`src/rtl/alu_pkg.sv`:
```
// Shared opcodes, FSM encoding and the combinational shift/logic/add datapath.
// No latency of its own; used inside the result stage of alu_seq.
// No flow control here; the caller owns the handshake.
package alu_pkg;

  localparam logic [3:0] OP_ROL   = 4'd0;
  localparam logic [3:0] OP_SLL   = 4'd1;
  localparam logic [3:0] OP_SRA   = 4'd2;
  localparam logic [3:0] OP_SRL   = 4'd3;
  localparam logic [3:0] OP_ADD   = 4'd4;
  localparam logic [3:0] OP_OR    = 4'd5;
  localparam logic [3:0] OP_XOR   = 4'd6;
  localparam logic [3:0] OP_AND   = 4'd7;
  localparam logic [3:0] OP_MUL   = 4'd8;
  localparam logic [3:0] OP_MULHU = 4'd9;

  // Widest datapath the helper supports; narrower operands are zero-extended.
  localparam int MAXW = 64;

  typedef enum logic {ST_IDLE, ST_MUL} state_t;

  typedef struct packed {
    logic [MAXW-1:0] res;
    logic            ofl;
  } alu_res_t;

  // a and b must be zero above bit w-1; sh must be below w; w is 4..64.
  function automatic alu_res_t alu_comb(
    input logic [3:0]      op,
    input logic [MAXW-1:0] a,
    input logic [MAXW-1:0] b,
    input logic            cin,
    input logic            sign,
    input logic [6:0]      sh,
    input logic [6:0]      w
  );
    logic [MAXW-1:0] one;
    logic [MAXW-1:0] mask;
    logic [MAXW-1:0] ext;
    logic [MAXW-1:0] sra;
    logic [MAXW:0]   sum;
    logic [5:0]      msb;
    logic            cout;
    logic            cmsb;
    alu_res_t        r;

    r    = '0;
    one  = {{(MAXW-1){1'b0}}, 1'b1};
    msb  = 6'(w - 7'd1);
    mask = w[6] ? '1 : ((one << w) - one);
    // Sign-fill above the operand's MSB so a full-width arithmetic shift does the job.
    ext  = a | (a[msb] ? ~mask : '0);
    sra  = $signed(ext) >>> sh;
    sum  = {1'b0, a} + {1'b0, b} + {{MAXW{1'b0}}, cin};
    cout = sum[w];
    cmsb = a[msb] ^ b[msb] ^ sum[{1'b0, msb}];

    case (op)
      OP_ROL:  r.res = ((a << sh) | (a >> (w - sh))) & mask;
      OP_SLL:  r.res = (a << sh) & mask;
      OP_SRA:  r.res = sra & mask;
      OP_SRL:  r.res = a >> sh;
      OP_ADD: begin
        r.res = sum[MAXW-1:0] & mask;
        r.ofl = sign ? (cout ^ cmsb) : cout;
      end
      OP_OR:   r.res = a | b;
      OP_XOR:  r.res = a ^ b;
      OP_AND:  r.res = a & b;
      default: r = '0;
    endcase
    return r;
  endfunction

endpackage

```
`src/rtl/alu_mul_iter.sv`:
```
// Shift-add unsigned multiplier, one multiplier bit per clock.
// WIDTH iteration edges after start; prod is the complete product while last is high.
// hold freezes the final iteration so the finished product waits for the result register.
module alu_mul_iter #(
  parameter int WIDTH = 16,
  parameter int CNT_W = $clog2(WIDTH)
) (
  input  logic               clk,
  input  logic               rst_n,
  input  logic               start,
  input  logic               run,
  input  logic               hold,
  input  logic [WIDTH-1:0]   mcand_in,
  input  logic [WIDTH-1:0]   mplier_in,
  output logic               last,
  output logic [2*WIDTH-1:0] prod
);

  logic [2*WIDTH-1:0] acc;
  logic [WIDTH-1:0]   mcand;
  logic [WIDTH-1:0]   mplier;
  logic [CNT_W-1:0]   count;
  logic [WIDTH:0]     upper;
  logic               unused_acc_lsb;

  // Next accumulator value; on the last iteration this is the finished product.
  always_comb begin
    upper = {1'b0, acc[2*WIDTH-1:WIDTH]} + (mplier[0] ? {1'b0, mcand} : '0);
    prod  = {upper, acc[WIDTH-1:1]};
  end

  assign last           = (count == CNT_W'(WIDTH - 1));
  assign unused_acc_lsb = acc[0];

  always_ff @(posedge clk) begin
    if (!rst_n) begin
      acc    <= '0;
      mcand  <= '0;
      mplier <= '0;
      count  <= '0;
    end else if (start) begin
      acc    <= '0;
      mcand  <= mcand_in;
      mplier <= mplier_in;
      count  <= '0;
    end else if (run && !(last && hold)) begin
      acc    <= prod;
      mplier <= mplier >> 1;
      count  <= count + 1'b1;
    end
  end

endmodule

```
`src/rtl/alu_seq.sv`:
```
// Handshaked ALU with registered result and iterative MUL/MULHU.
// Latency 1 for single-cycle ops; multiply result written WIDTH edges after accept.
// in_ready drops while multiplying or while an unconsumed result is stalled.
module alu_seq #(
  parameter int WIDTH = 16,
  parameter int CNT_W = $clog2(WIDTH)
) (
  input  logic             clk,
  input  logic             rst_n,
  input  logic             in_valid,
  output logic             in_ready,
  input  logic [WIDTH-1:0] A,
  input  logic [WIDTH-1:0] B,
  input  logic             Cin,
  input  logic [3:0]       Op,
  input  logic             invA,
  input  logic             invB,
  input  logic             sign,
  output logic             out_valid,
  input  logic             out_ready,
  output logic [WIDTH-1:0] Out,
  output logic             Ofl,
  output logic             Z,
  output logic             N,
  output logic             busy
);
  import alu_pkg::*;

  state_t             state;
  logic               mul_hi;
  logic [WIDTH-1:0]   in_a;
  logic [WIDTH-1:0]   in_b;
  logic               accept;
  logic               is_mul;
  logic               hold;
  logic               mul_start;
  logic               mul_last;
  logic               mul_fin;
  logic [2*WIDTH-1:0] prod;
  alu_res_t           fres;
  logic               unused_fres;
  logic               ld;
  logic [WIDTH-1:0]   res_d;
  logic               ofl_d;

  assign in_a      = invA ? ~A : A;
  assign in_b      = invB ? ~B : B;
  assign in_ready  = (state == ST_IDLE) && (!out_valid || out_ready);
  assign accept    = in_valid && in_ready;
  assign is_mul    = (Op == OP_MUL) || (Op == OP_MULHU);
  assign hold      = out_valid && !out_ready;
  assign mul_start = accept && is_mul;
  assign mul_fin   = (state == ST_MUL) && mul_last && !hold;
  assign busy      = (state == ST_MUL);

  assign fres        = alu_comb(Op, MAXW'(in_a), MAXW'(in_b), Cin, sign,
                                7'(in_b[CNT_W-1:0]), 7'(WIDTH));
  assign unused_fres = ^fres.res;

  alu_mul_iter #(.WIDTH(WIDTH), .CNT_W(CNT_W)) u_mul (
    .clk       (clk),
    .rst_n     (rst_n),
    .start     (mul_start),
    .run       (busy),
    .hold      (hold),
    .mcand_in  (in_a),
    .mplier_in (in_b),
    .last      (mul_last),
    .prod      (prod)
  );

  // A multiply can only finish while no single-cycle op is being accepted.
  always_comb begin
    ld    = accept && !is_mul;
    res_d = fres.res[WIDTH-1:0];
    ofl_d = fres.ofl;
    if (mul_fin) begin
      ld    = 1'b1;
      res_d = mul_hi ? prod[2*WIDTH-1:WIDTH] : prod[WIDTH-1:0];
      ofl_d = mul_hi ? 1'b0 : |prod[2*WIDTH-1:WIDTH];
    end
  end

  always_ff @(posedge clk) begin
    if (!rst_n) begin
      state     <= ST_IDLE;
      mul_hi    <= 1'b0;
      out_valid <= 1'b0;
      Out       <= '0;
      Ofl       <= 1'b0;
      Z         <= 1'b0;
      N         <= 1'b0;
    end else begin
      case (state)
        ST_IDLE: if (mul_start) begin
          state  <= ST_MUL;
          mul_hi <= (Op == OP_MULHU);
        end
        ST_MUL:  if (mul_fin) state <= ST_IDLE;
        default: state <= ST_IDLE;
      endcase

      if (ld) begin
        out_valid <= 1'b1;
        Out       <= res_d;
        Ofl       <= ofl_d;
        Z         <= (res_d == '0);
        N         <= res_d[WIDTH-1];
      end else if (out_ready) begin
        out_valid <= 1'b0;
      end
    end
  end

endmodule

```
`config.mk`:
```
export PLATFORM = sky130hd
export DESIGN_NAME = alu_seq
export DESIGN_NICKNAME = d
export VERILOG_FILES = /design/src/rtl/alu_pkg.sv /design/src/rtl/alu_mul_iter.sv /design/src/rtl/alu_seq.sv
export SDC_FILE = /design/constraint.sdc
export NUM_CORES = 1
export LEC_CHECK = 0
export ABC_AREA = 1
export BUFFER_PORTS_ARGS = -buffer_cell sky130_fd_sc_hd__buf_4
export CAP_MARGIN = 20
export CORE_MARGIN = 5
export CORE_UTILIZATION = 30
export DETAILED_ROUTE_END_ITERATION = 10
export PLACE_DENSITY = 0.54
export SETUP_SLACK_MARGIN = 0.1
export SLEW_MARGIN = 20
export SYNTH_ARGS = -nofsm -noshare
export SYNTH_HDL_FRONTEND = slang
export SYNTH_SLANG_ARGS = --single-unit
```
`constraint.sdc`:
```
create_clock -name clk -period 7.58 [get_ports clk]
set_clock_uncertainty 0.1 [all_clocks]
set_input_delay 1.137 -clock clk [delete_from_list [all_inputs] [get_ports clk]]
set_output_delay 1.137 -clock clk [all_outputs]
set_load 0.005 [all_outputs]
```
### Word level (Yosys, flattened, before mapping)

Index checks and enable logic that the tools add are counted.

* bits of input ports: 44
* logic and storage cells: 84
* flip-flop bits (word level): 90
* output and inout port bits: 22

* add/subtract/negate cells: 5
* equal/unequal tests: 10
* shift-type cells: 4
* mux-type cells: 19
* bitwise gates (word level): 12
* reduce and logical (&&, ||, !) cells: 23

Operators with widths (number)
* $pmux 16 s8: 1
* $mux 16: 7
* $mux 64: 1
* $or 16x64->64: 1
* $sshr 64x4->16: 1
* $not 16->16: 2
* $or 16x16->16: 2
* $add 16x16->17: 1
* $add 16x17->17: 1
* $add 17x1->17: 1
* $and 16x16->16: 1
* $eq 4x3->1 const B: 4
* $logic_not 16->1: 1
* $reduce_or 16->1: 1
* $shl 16x4->16: 1
* $shr 16x4->16: 1
* $shr 16x7->16: 1
* $xor 16x16->16: 1
* $eq 4x4->1 const B: 3
* $logic_and 1x1->1: 9
* $mux 1: 9
* $eq 4x2->1 const B: 2
* $sub 5x4->6 const A: 1
* $logic_not 1->1: 5
* other kinds (10): 15

### Depth between registers and ports, before layout

Gate-level depths: netlist (run 1).

* depth after elaboration: 9
* mapped depth: 24
* depth with buffers taken out: 23

### By module

A second synthesis (run 1) with hierarchy kept.

* cell total of the unflattened synthesis: 1675
* area, all modules: 9390.3 sq um

Modules (own cells, without submodules)
* alu_seq: cells each 1098, area an instance 5615.4 sq um, instances 1, seq. area each 420.4 sq um
* alu_mul_iter: cells each 577, area an instance 3774.9 sq um, instances 1, seq. area each 1341.3 sq um

### Worst setup path after synthesis (run 1)

OpenSTA, ideal clock, no wires.

* kind: input -> register
* start point: in invB
* end point: reg Z
* setup time: 70 ps
* buffers on the path: 2
* stages: 22
* data arrival time: 3573 ps
* data required time: 7410 ps
* setup slack: 3837 ps
* path through: buf_6 -> clkbuf_1 -> nand2_1 -> nand2_1 -> inv_1 -> ha_1 -> inv_1 -> o21ai_0 -> nor2_1 -> o21ai_1 -> or2_2 -> nand3_1 -> nand2_1 -> nor2_1 -> nand2_1 -> nand2_1 -> nand2_1 -> nor2_1 -> nand2_1 -> nor2_1 -> nand3_1 -> a21oi_1

* word-level cells in the longest chain between the ends: 7
* elaborated cells between the ends (all ways): 15
* those cells by class: add/sub: 3; shift: 4; mux: 3; bitwise: 4; reduce/logical: 1

RTL lines
* from (decl): line alu_seq.sv:17 `input logic invB,`
* $mux 16 *: line alu_seq.sv:47 `assign in_b = invB ? ~B : B;`
* parallel branches: the longest is 3 deep, another holds $add 16x16->17
* $pmux 16 s8 *: line alu_pkg.sv:58 `case (op)`
* $mux 16 *: line alu_seq.sv:77 `if (mul_fin) begin`
* $logic_not 16->1 *: line alu_seq.sv:107 `Z <= (res_d == '0);`
* to (signal assigned): line alu_seq.sv:107
* to (decl): line alu_seq.sv:23 `output logic Z,`

Mark *: on every way between the ends.
A chain may end at the register's enable or synchronous reset.

### Final worst setup path (run 1)

Same ends and word-level chain as after synthesis.

==> flow_summary.yaml, run 1 <==
worst_hold_path:
  hold_start: "u_mul.mplier[15]$_SDFFE_PN0P_"
  hold_depth: 2
  hp-class: "reg -> reg"
  whs_endpoint: "u_mul.mplier[15]$_SDFFE_PN0P_"
timing:
  tightest_slew_ns: 0.789
  holdWs_ns: 0.369
  finalSetupViolations: 0
  fin_crit_sh_pct: 60.2
  finalSetupTns_ns: 0
  rsz0062_at_grt: "false"
  slew_headroom_pct: 47.3
  max_freq_mhz: 219
  maxSlewViolCount: 0
  final_hold_viol_count: 0
  period_needed_ns: 4.57
critical_path:
  path_buf_inv: 4
  endpoint_kind: "flip-flop"
  critical-path-max-stage-delay_ns: 0.55
  worstPathCellList: "buf_4 -> inv_2 -> nand2_1 -> nand2_1 -> buf_4 -> fa_1 -> inv_1 -> fa_1 -> nand3_1 -> nand2_1 -> nand2_1 -> nand2_1 -> nand2_1 -> nand2_1 -> o21ai_0 -> nand3_1 -> nand2_1 -> nand2_1 -> nor2_1 -> nand2_1 -> nor2_1 -> nand3_1 -> a21oi_1"
  worstPathRequired_ns: 7.76
  cp-start-kind: "primary input"
  reg2reg_depth: 21
  path_class: "in -> reg"
  crit_fanout: 24
  regToRegStartpoint: "u_mul.mplier[0]$_SDFFE_PN0P_"
  cp_top_family: "simple AND/OR/NAND/NOR gates"
  arrival_ns: 4.75
  r2r-end: "Ofl$_SDFFE_PN0P_"
  cpMaxStageDelayCell: "o21ai_0"
  cpMostUsedCell: "nand2_1"
  rrSetupSlack_ns: 4.06
synth:
  ys_seq_elements: 88
  synth_cell_types: 42
  synthArstFlopShare_pct: 0
  synth_area_leader_cell: "nand2_1"
  yosysSeqAreaShare_pct: 19.5
  yosysWarnings: 0
  synth_cells: 1594
  postSynthAreaPerCell_um2: 5.66
  synth_top_area_share_pct: 21.4
  synthFlopType: "dfxtp_1"
  synth_fp_nets: 1692
  synthTopCellsByArea: "nand2_1 (21%), dfxtp_1 (20%), nand3_1 (11%)"
  netlist_area_mm2: 0.00902
  synth-edff-count: 0
detailed_routing:
  drc: 0
  drt_pass1_iterations: 8
  ant_nets: 0
  wirelength_um: 35900
  drt-initial-drc-count: 886
  via_count: 10526
  wl_per_cell_um: 17.9
  routed_via_density: 5.24
die:
  fp.dieW_um: 183
  num_rows: 63
  dieArea_mm2: 0.0336
  dieHeight_um: 183
  start_util_pct: 30.4
  ios: 66
  core_mm2: 0.0296
clock_network:
  cts_setup_buffers: 0
  cts.htree.levels: 3
  ctsHoldBuffers: 0
  cts_resized: 0
  cts.clk_slew.worst_paths_ns: 0.08
  cts_tree: "yes"
  cts_sinks: 88
  clock_latency_ns: 0.35
  cts_made_buffers: 9
  clockBufferDepth: 2
  cts_root_buf: "clkbuf_16"
layout:
  post-route-util_pct: 33.9
  fin_nets: 1710
  area_delta_synth_final_pct: 11.3
  drive_gt1_share_pct: 7.36
  nFillCells: 3404
power_and_ir_drop:
  peakVddDrop_mv: 0.104
  power.leakage_nw: 5.35
  power.density_mw_per_mm2: 157
grt:
  grt_usage_pct: 20.9
  grt_pass1_vias: 9911
  grt_first_pass_wirelength_um: 55700
  grt_antenna_before_repair: 0
  grt_max_degree: 63
  overflow: 0
job:
  cap_violations: 0
run_status:
  outcome: "complete, no violations"
place:
  dpl.hpwl_um: 28300
  port_buffers: 65
  gp_congestion: 1.00
-- kinds of logic after synthesis --
group / share of synthesized area, %
flip-flops: 19.5
AO/OA/AOI/OAI: 16.9
AND/OR/NAND/NOR: 41.7
XOR/XNOR: 2.12
adder cells (fa/ha/maj): 7.74
buffers and inverters: 12.0
-- synth_stat cells (2+ instances only) --
master     number
o21ai_0        94
and2_1          2
o211ai_1       20
o21bai_1       20
nand3b_1        5
buf_4          10
nor3_1          9
a31oi_1        10
buf_6           2
o21ai_1         8
or2_2           7
ha_1           51
clkbuf_1       40
xor2_1          6
a22oi_1        12
fa_1            3
buf_2          13
o31ai_1         2
nand2_4         2
xnor2_1        14
nor2_2          2
o22ai_1         8
a221oi_1        2
o2111ai_1       2
inv_1         201
nand2_1       515
nand3_1       198
inv_2           3
dfxtp_1        88
a21oi_1        87
clkinv_1        2
nor2_1        120
nand3_2         2
nand2_2        10
nand4_1        17
-- power breakdown --
part	switching, W	total [W]	internal (W)
registers	0.0000161	0.000504	0.000488
logic	0.000427	0.000620	0.000193
clock network	0.000216	0.000449	0.000233
-- final cells by class --
type	instances	area (µm²)	share of cell area [%]
Multi-Input combinational cell	1235	6180	61.5
Antenna cell	1	2.50	0.0249
Timing Repair Buffer	72	541	5.38
Tap cell	390	488	4.86
Inverter	206	773	7.70
Clock buffer	9	225	2.24
Sequential cell	88	1760	17.5
Clock inverter	7	72.6	0.722
-- worst max-delay path by stage --
stage          from             end  slack, ns  cells after the start
2_1_floorplan  invB  Z$_SDFFE_PN0P_       3.84                     22
4_1_cts        invB  Z$_SDFFE_PN0P_       3.15                     19
6_report       invB  Z$_SDFFE_PN0P_       3.01                     23
3_3_place_gp   invB  Z$_SDFFE_PN0P_       2.75                     21
3_5_place_dp   invB  Z$_SDFFE_PN0P_       2.79                     19
5_1_grt        invB  Z$_SDFFE_PN0P_       2.62                     23
-- stage by stage --
stage | instances | worst slack (ns) | cell area, µm² | total power [W]
after CTS | 2007 | 3.15 | 10000 | 0.00158
final | 2008 | 3.01 | 10000 | 0.00157
after detailed placement | 1991 | 2.79 | 9740 | 0.00112
after floorplan | 1594 | 3.84 | 9020 | 0.000930
after global placement | 1991 | 2.75 | 9740 | 0.00112
after global routing | 2007 | 2.62 | 10000 | 0.00167
-- state kept, by name, summed over array words and instances (netlist names) --
name and flops:
Out 16, Z 1, Ofl 1, u_mul.count 4, out_valid 1, mul_hi 1
u_mul.mplier 16, u_mul.acc 31, busy 1, u_mul.mcand 16
-- worst min-delay path: cells and delay by family, from the launching register on --
kind             cells  cell delay, ns
AND/OR/NAND/NOR      1            0.06
AO/OA/AOI/OAI        1            0.05
flip-flops           1            0.31
-- routing by layer --
layer | up-vias | routed length (µm) | global-route usage, %
li1 | 5218 | - | -
met1 | 4837 | 15900 | 27.9
met2 | 395 | 16400 | 34.3
met3 | 76 | 2200 | 2.81
met4 | 0 | 1360 | 8.16
met5 | - | 0 | 0
-- cell usage in the layout, fill, tap and decap left out, drive strengths merged, types with 2 or more instances in the layout --
| master | n |
|---|---|
| o2111ai | 2 |
| o21ai | 102 |
| a31oi | 10 |
| or2 | 7 |
| nand3b | 5 |
| nand3 | 200 |
| a22oi | 12 |
| o31ai | 2 |
| nor3 | 9 |
| nand2 | 527 |
| a221oi | 2 |
| fa | 3 |
| ha | 51 |
| nor2 | 123 |
| clkinv | 4 |
| a21oi | 87 |
| nand4 | 17 |
| xor2 | 6 |
| o21bai | 20 |
| clkbuf | 9 |
| dfxtp | 88 |
| inv | 208 |
| and2 | 2 |
| buf | 72 |
| o22ai | 8 |
| xnor2 | 15 |
| o211ai | 20 |
No activity file was read; power rests on OpenSTA's default activity.
==> run 2, diff against run 1 <==
--- a/config.mk
+++ b/config.mk
@@ -5,13 +5,13 @@
 export SDC_FILE = /design/constraint.sdc
 export NUM_CORES = 1
 export LEC_CHECK = 0
-export ABC_AREA = 1
+export ABC_AREA = 0
 export BUFFER_PORTS_ARGS = -buffer_cell sky130_fd_sc_hd__buf_4
 export CAP_MARGIN = 20
 export CORE_MARGIN = 5
 export CORE_UTILIZATION = 30
 export DETAILED_ROUTE_END_ITERATION = 10
-export PLACE_DENSITY = 0.54
+export PLACE_DENSITY = 0.56
 export SETUP_SLACK_MARGIN = 0.1
 export SLEW_MARGIN = 20
 export SYNTH_ARGS = -nofsm -noshare
==> constraint.sdc (replaced) <==
create_clock -name clk -period 3.65 [get_ports clk]
set_clock_uncertainty 0.1 [all_clocks]
set_input_delay 0.5475 -clock clk [delete_from_list [all_inputs] [get_ports clk]]
set_output_delay 0.5475 -clock clk [all_outputs]
set_load 0.005 [all_outputs]
==> run 2 against run 1 <==
  * The run now ends with negative setup slack left
  * Flip-flop and latch count unchanged
  * Synthesized cell count fell by 19%
  * Die area increased by 3.2%
  * Register-to-register slack worse by 4.3 ns
  * Cell count up 2.5%
  * Global-route usage increased by 2.9 points
  * Non-clock buffer count increased by 360
  * Area after synthesis is 3.4% higher
  * Utilization up 11 points
  * Clock-buffer cell count rose by 2
  * Critical path depth down 7
==> flow_summary.yaml, run 2 <==
worst_hold_path:
  hp-class: "reg -> reg"
  whs_endpoint: "u_mul.mplier[5]$_SDFFE_PN0P_"
  hold_depth: 2
  hold_start: "u_mul.mplier[5]$_SDFFE_PN0P_"
synth:
  synth_top_family_by_area: "compound AO/OA/AOI/OAI gates"
  synth-edff-count: 0
  yosysSeqAreaShare_pct: 18.9
  synthAdderAreaFrac_pct: 7.48
  synth-simple-area-share_pct: 23.4
  yosysWarnings: 0
  synth_fp_nets: 1396
  synthFlopType: "dfxtp_1"
  synthTopCellsByArea: "dfxtp_1 (19%), a21oi_1 (6.9%), ha_1 (6.8%)"
  netlist_area_mm2: 0.00933
  postSynthAreaPerCell_um2: 7.19
  synth_top_area_share_pct: 18.9
  synth_cell_types: 82
  synth_commonest_cells: "nand2_1 (141), a21oi_1 (128), nor2_1 (123)"
  synthArstFlopShare_pct: 0
  ys_seq_elements: 88
  synth_most_common_cell: "nand2_1"
  synth_xor_area_share_pct: 7.40
  synth_area_leader_cell: "dfxtp_1"
  synth.mux.area_fraction_pct: 6.85
  synth_compound_area_share_pct: 30.0
  synth_cells: 1298
power_and_ir_drop:
  p_total_w: 0.00424
  peakVddDrop_mv: 0.257
  power.density_mw_per_mm2: 309
  power.leakage_nw: 5.91
timing:
  tightest_slew_ns: 0.948
  finalSetupViolations: 1
  max_freq_mhz: 255
  maxSlewViolCount: 0
  period_needed_ns: 3.92
  layout_setup_ws_ns: -0.267
  final_hold_viol_count: 0
  slew_headroom_pct: 36.3
  rsz0062_at_grt: "true"
  fin_crit_sh_pct: 107
clock_network:
  ctsHoldBuffers: 0
  cts.htree.levels: 3
  cts_tree: "yes"
  clock_latency_ns: 0.35
  cts_root_buf: "clkbuf_16"
  cts.clk_slew.worst_paths_ns: 0.07
  cts_sinks: 88
  cts_made_buffers: 9
  clockBufferDepth: 2
layout:
  final_common_cell: "buf_4"
  largest_register: "u_mul.acc"
  diodes: 0
  post-route-util_pct: 44.7
  fin_nets: 1755
  largest_reg_flops: 31
  drive_gt1_share_pct: 33.3
  area_delta_synth_final_pct: 47.1
  final_cell_mix: "buf_4 (423), nand2_1 (139), a21oi_1 (121)"
critical_path:
  cp-start-kind: "primary input"
  arrival_ns: 4.12
  regToRegStartpoint: "u_mul.mplier[0]$_SDFFE_PN0P_"
  rrSetupSlack_ns: -0.23
  startpoint: "invB"
  crit_fanout: 5
  r2r-end: "Z$_SDFFE_PN0P_"
  worstPathRequired_ns: 3.85
  path_class: "in -> reg"
  endpoint_kind: "flip-flop"
  reg2reg_depth: 16
place:
  port_buffers: 65
  dpl.hpwl_um: 35500
  gp_congestion: 0.975
die:
  ios: 66
  dieHeight_um: 186
  dieArea_mm2: 0.0347
  core_mm2: 0.0307
  num_rows: 64
  start_util_pct: 30.4
  fp.dieW_um: 186
detailed_routing:
  wirelength_um: 43700
  wl_per_cell_um: 21.2
  via_count: 11398
  drc: 0
  ant_nets: 0
  drt_pass1_iterations: 6
  drt-initial-drc-count: 1225
  routed_via_density: 5.54
grt:
  overflow: 0
  grt_antenna_before_repair: 0
  grt_max_degree: 53
  grt_pass1_vias: 10943
  grt_first_pass_wirelength_um: 65400
  grt_usage_pct: 23.8
run_status:
  violations: "negative setup slack"
  outcome: "finished with violations"
job:
  cap_violations: 0
-- run 2: logic make-up after synthesis --
family	after synthesis
compound gates	429
xor+xnor	75
fa+ha+maj	54
buf+inv	138
flops	88
mux	52
simple gates	462
-- run 2: how the worst max path moves through the flow --
stage / end / slack, ns / depth (start not counted)
after CTS: Z$_SDFFE_PN0P_ / -0.26 / 16
after floorplan: Z$_SDFFE_PN0P_ / -0.64 / 18
after global placement: Z$_SDFFE_PN0P_ / -0.84 / 17
final: Z$_SDFFE_PN0P_ / -0.27 / 16
after global routing: Z$_SDFFE_PN0P_ / -0.42 / 16
after detailed placement: Z$_SDFFE_PN0P_ / -0.79 / 17
-- run 2: repair_timing --
action                     CTS  global route
setup buffers                6             6
gates resized for setup     39            58
hold endpoints to repair     0             0
setup endpoints to repair    9            10
pin swaps                   13            24
-- run 2: power by group --
| part | total, W | switching, W | leakage, nW | internal [W] |
|---|---|---|---|---|
| Clock | 0.00105 | 0.000410 | 0.167 | 0.000644 |
| Sequential | 0.00101 | 0.0000189 | 0.714 | 0.000990 |
| Combinational | 0.00217 | 0.00116 | 5.03 | 0.00101 |
-- run 2: through the flow --
stage | area, µm² | setup TNS [ns] | cells | hold WS, ns | setup WS (ns)
global route | 13700 | -0.508 | 2058 | 0.381 | -0.415
floorplan | 9570 | -0.762 | 1298 | 0.336 | -0.636
finish | 13700 | -0.267 | 2058 | 0.357 | -0.267
detailed placement | 12800 | -4.29 | 2031 | 0.348 | -0.790
CTS | 13400 | -0.262 | 2053 | 0.358 | -0.262
global placement | 12800 | -4.06 | 2031 | 0.344 | -0.842
-- run 2: per-layer routing --
metal,share of wire (%),wire length (µm),track usage [%]
met5,0,0,0
met4,3.9,1710,9.06
met2,45,19500,37.4
met3,6.9,3010,4.02
met1,45,19500,32.8
-- run 2: worst max-delay path: stages --
cell      delay [ns]
buf_12          0.12
buf_4           0.16
xnor2_2         0.19
buf_4           0.20
ha_1            0.28
o211a_1         0.22
o31a_1          0.13
or3_1           0.37
a21oi_2         0.19
xor2_1          0.35
o22ai_1         0.18
o211ai_2        0.21
nand4_1         0.13
or4_4           0.51
nor4_4          0.14
a31o_1          0.16
-- run 2: area by class of cell --
cell class / instances / area (µm²)
Multi-Input combinational cell: 1072 / 7570
Clock inverter: 5 / 86.3
Inverter: 54 / 209
Fill cell: 3125 / 16900
Sequential cell: 88 / 1770
Tap cell: 396 / 495
Clock buffer: 11 / 253
Timing Repair Buffer: 432 / 3340
==> run 3, diff against run 2 <==
--- a/config.mk
+++ b/config.mk
@@ -13,6 +13,7 @@
 export DETAILED_ROUTE_END_ITERATION = 10
 export PLACE_DENSITY = 0.56
 export SETUP_SLACK_MARGIN = 0.1
+export SKIP_LAST_GASP = 1
 export SLEW_MARGIN = 20
 export SYNTH_ARGS = -nofsm -noshare
 export SYNTH_HDL_FRONTEND = slang
==> constraint.sdc (replaced) <==
create_clock -name clk -period 3.2 [get_ports clk]
set_clock_uncertainty 0.1 [all_clocks]
set_input_delay 0.48 -clock clk [delete_from_list [all_inputs] [get_ports clk]]
set_output_delay 0.48 -clock clk [all_outputs]
set_load 0.005 [all_outputs]
==> run 3 against run 2 <==
  * The flow still finishes with violations (negative setup slack)
  * Flip-flop and latch count did not move
  * Wire length rose by 3.1%
  * Register-to-register slack got worse by 0.19 ns
  * Sequential share of layout area fell by 0.85 points
  * Clock-buffer cell count fell by 1
  * Largest power group unchanged
  * Die area did not move
  * Combinational power rose by 24%
  * Total power rose by 14%
  * Via count rose by 2.9%
==> flow_summary.yaml, run 3 (synthesis gave the netlist of run 2 again) <==
die:
  core_mm2: 0.0307
  fp.dieW_um: 186
  start_util_pct: 30.4
  ios: 66
  dieHeight_um: 186
  num_rows: 64
  dieArea_mm2: 0.0347
critical_path:
  worstSetupEndpoint: "Z$_SDFFE_PN0P_"
  cpMaxStageDelayCell: "o41ai_2"
  reg2reg_depth: 16
  rrSetupSlack_ns: -0.42
  crit_fanout: 2
  path_class: "in -> reg"
  arrival_ns: 4.08
  path_buf_inv: 4
  worstPathCellList: "buf_12 -> xnor2_4 -> fa_2 -> inv_2 -> fa_2 -> a21o_1 -> a221oi_2 -> buf_4 -> o21bai_1 -> mux2i_1 -> o41ai_2 -> buf_4 -> nand4_1 -> o21ai_1 -> o21a_1 -> nand3_1 -> nor4_2 -> a31o_1"
  regToRegStartpoint: "u_mul.mplier[0]$_SDFFE_PN0P_"
  critical-path-max-stage-delay_ns: 0.43
  worstPathRequired_ns: 3.40
  cp.depth: 18
  startpoint: "B[0]"
  cp_top_family: "compound AO/OA/AOI/OAI gates"
  r2r-end: "Z$_SDFFE_PN0P_"
  cp-start-kind: "primary input"
  endpoint_kind: "flip-flop"
clock_network:
  cts.clk_slew.worst_paths_ns: 0.07
  cts_made_buffers: 9
  clockBufferDepth: 2
  ctsHoldBuffers: 0
  cts_tree: "yes"
  cts_sinks: 88
  cts_root_buf: "clkbuf_16"
  cts.htree.levels: 3
  clock_latency_ns: 0.35
timing:
  maxSlewViolCount: 0
  finalSetupViolations: 13
  tightest_slew_ns: 0.997
  layout_setup_ws_ns: -0.685
  rsz0062_at_grt: "true"
  holdWs_ns: 0.349
  final_hold_viol_count: 0
  period_needed_ns: 3.88
  fin_crit_sh_pct: 121
  slew_headroom_pct: 33.3
  finalSetupTns_ns: -2.54
  max_freq_mhz: 257
detailed_routing:
  via_count: 11730
  drc: 0
  drt-initial-drc-count: 1166
  wirelength_um: 45100
  routed_via_density: 5.54
  ant_nets: 0
  drt_pass1_iterations: 6
  wl_per_cell_um: 21.3
layout:
  largest_reg_flops: 31
  final_common_cell: "buf_4"
  fin_nets: 1814
  post-route-util_pct: 47.9
  area_delta_synth_final_pct: 57.4
  final_cell_mix: "buf_4 (463), nand2_1 (139), a21oi_1 (117)"
  largest_register: "u_mul.acc"
  diodes: 0
  drive_gt1_share_pct: 39.5
place:
  port_buffers: 65
  dpl.hpwl_um: 35900
  post-place-ws_ns: -1.06
  gp_congestion: 0.986
run_status:
  violations: "negative setup slack"
  outcome: "finished with violations"
worst_hold_path:
  hp-class: "in -> reg"
power_and_ir_drop:
  power.density_mw_per_mm2: 330
  peakVddDrop_mv: 0.276
  power.leakage_nw: 6.31
grt:
  grt_first_pass_wirelength_um: 67300
  grt_pass1_vias: 11419
  overflow: 0
  grt_max_degree: 53
  grt_usage_pct: 24.5
  grt_antenna_before_repair: 0
job:
  cap_violations: 0
## run 3: worst min-delay path by stage
stage | start | slack (ns) | cells after the start | to
final | rst_n | 0.35 | 2 | Out[14]$_SDFFE_PN0P_
after global routing | rst_n | 0.34 | 2 | Out[14]$_SDFFE_PN0P_
after CTS | rst_n | 0.34 | 2 | Out[0]$_SDFFE_PN0P_
after detailed placement | u_mul.mplier[12]$_SDFFE_PN0P_ | 0.35 | 2 | u_mul.mplier[12]$_SDFFE_PN0P_
after global placement | u_mul.mplier[12]$_SDFFE_PN0P_ | 0.34 | 2 | u_mul.mplier[12]$_SDFFE_PN0P_
after floorplan | u_mul.mplier[10]$_SDFFE_PN0P_ | 0.34 | 2 | u_mul.mplier[10]$_SDFFE_PN0P_
## run 3: final cells by class
type	instances	area, µm²
clock buffers	10	229
clock inverters	6	52.6
fillers	3006	16000
inverters	54	210
multi-input cells	1072	8030
flip-flops and latches	88	1770
well taps	396	495
repair buffers	491	3900
## run 3: metrics by stage
step	std cells	total power [W]	area, µm²
after global routing	2117	0.00507	14700
final	2117	0.00485	14700
after global placement	2064	0.00353	13100
after detailed placement	2064	0.00353	13100
after floorplan	1298	0.00232	9580
after CTS	2101	0.00466	14100
## run 3: repair_timing
action                     4_1_cts  5_1_grt
resized for setup              112       89
setup endpoints to repair       20       20
pin swaps                       55       56
buffers inserted                23       29
gates cloned                     1        0
## run 3: worst register-to-register path, stage by stage (launching register included)
cell and delay (ns):
dfxtp_4 0.36, nand2_2 0.10, inv_1 0.05, ha_1 0.26, a21o_1 0.13, buf_4 0.12
a211oi_1 0.10, a2111oi_4 0.29, buf_4 0.19, o221ai_1 0.12, o21bai_4 0.21, a311o_1 0.34
o311ai_2 0.30, nand2_1 0.08, or4_1 0.53, nor4_2 0.15, a31o_1 0.17
## run 3: report_power, final
part,internal (W),total (W),switching (W)
Sequential,0.00113,0.00115,0.0000205
Clock,0.000539,0.00102,0.000482
Combinational,0.00127,0.00268,0.00140
Total,0.00294,0.00485,0.00190
## run 3: layer usage
layer / vias to the layer above / global-route usage, % / part of all wire (%)
met4: 0 / 9.01 / 4.1
li1: 5570 / - / -
met2: 500 / 38.8 / 45
met5: - / 0 / 0
met3: 100 / 5.57 / 8.0
met1: 5560 / 32.6 / 43
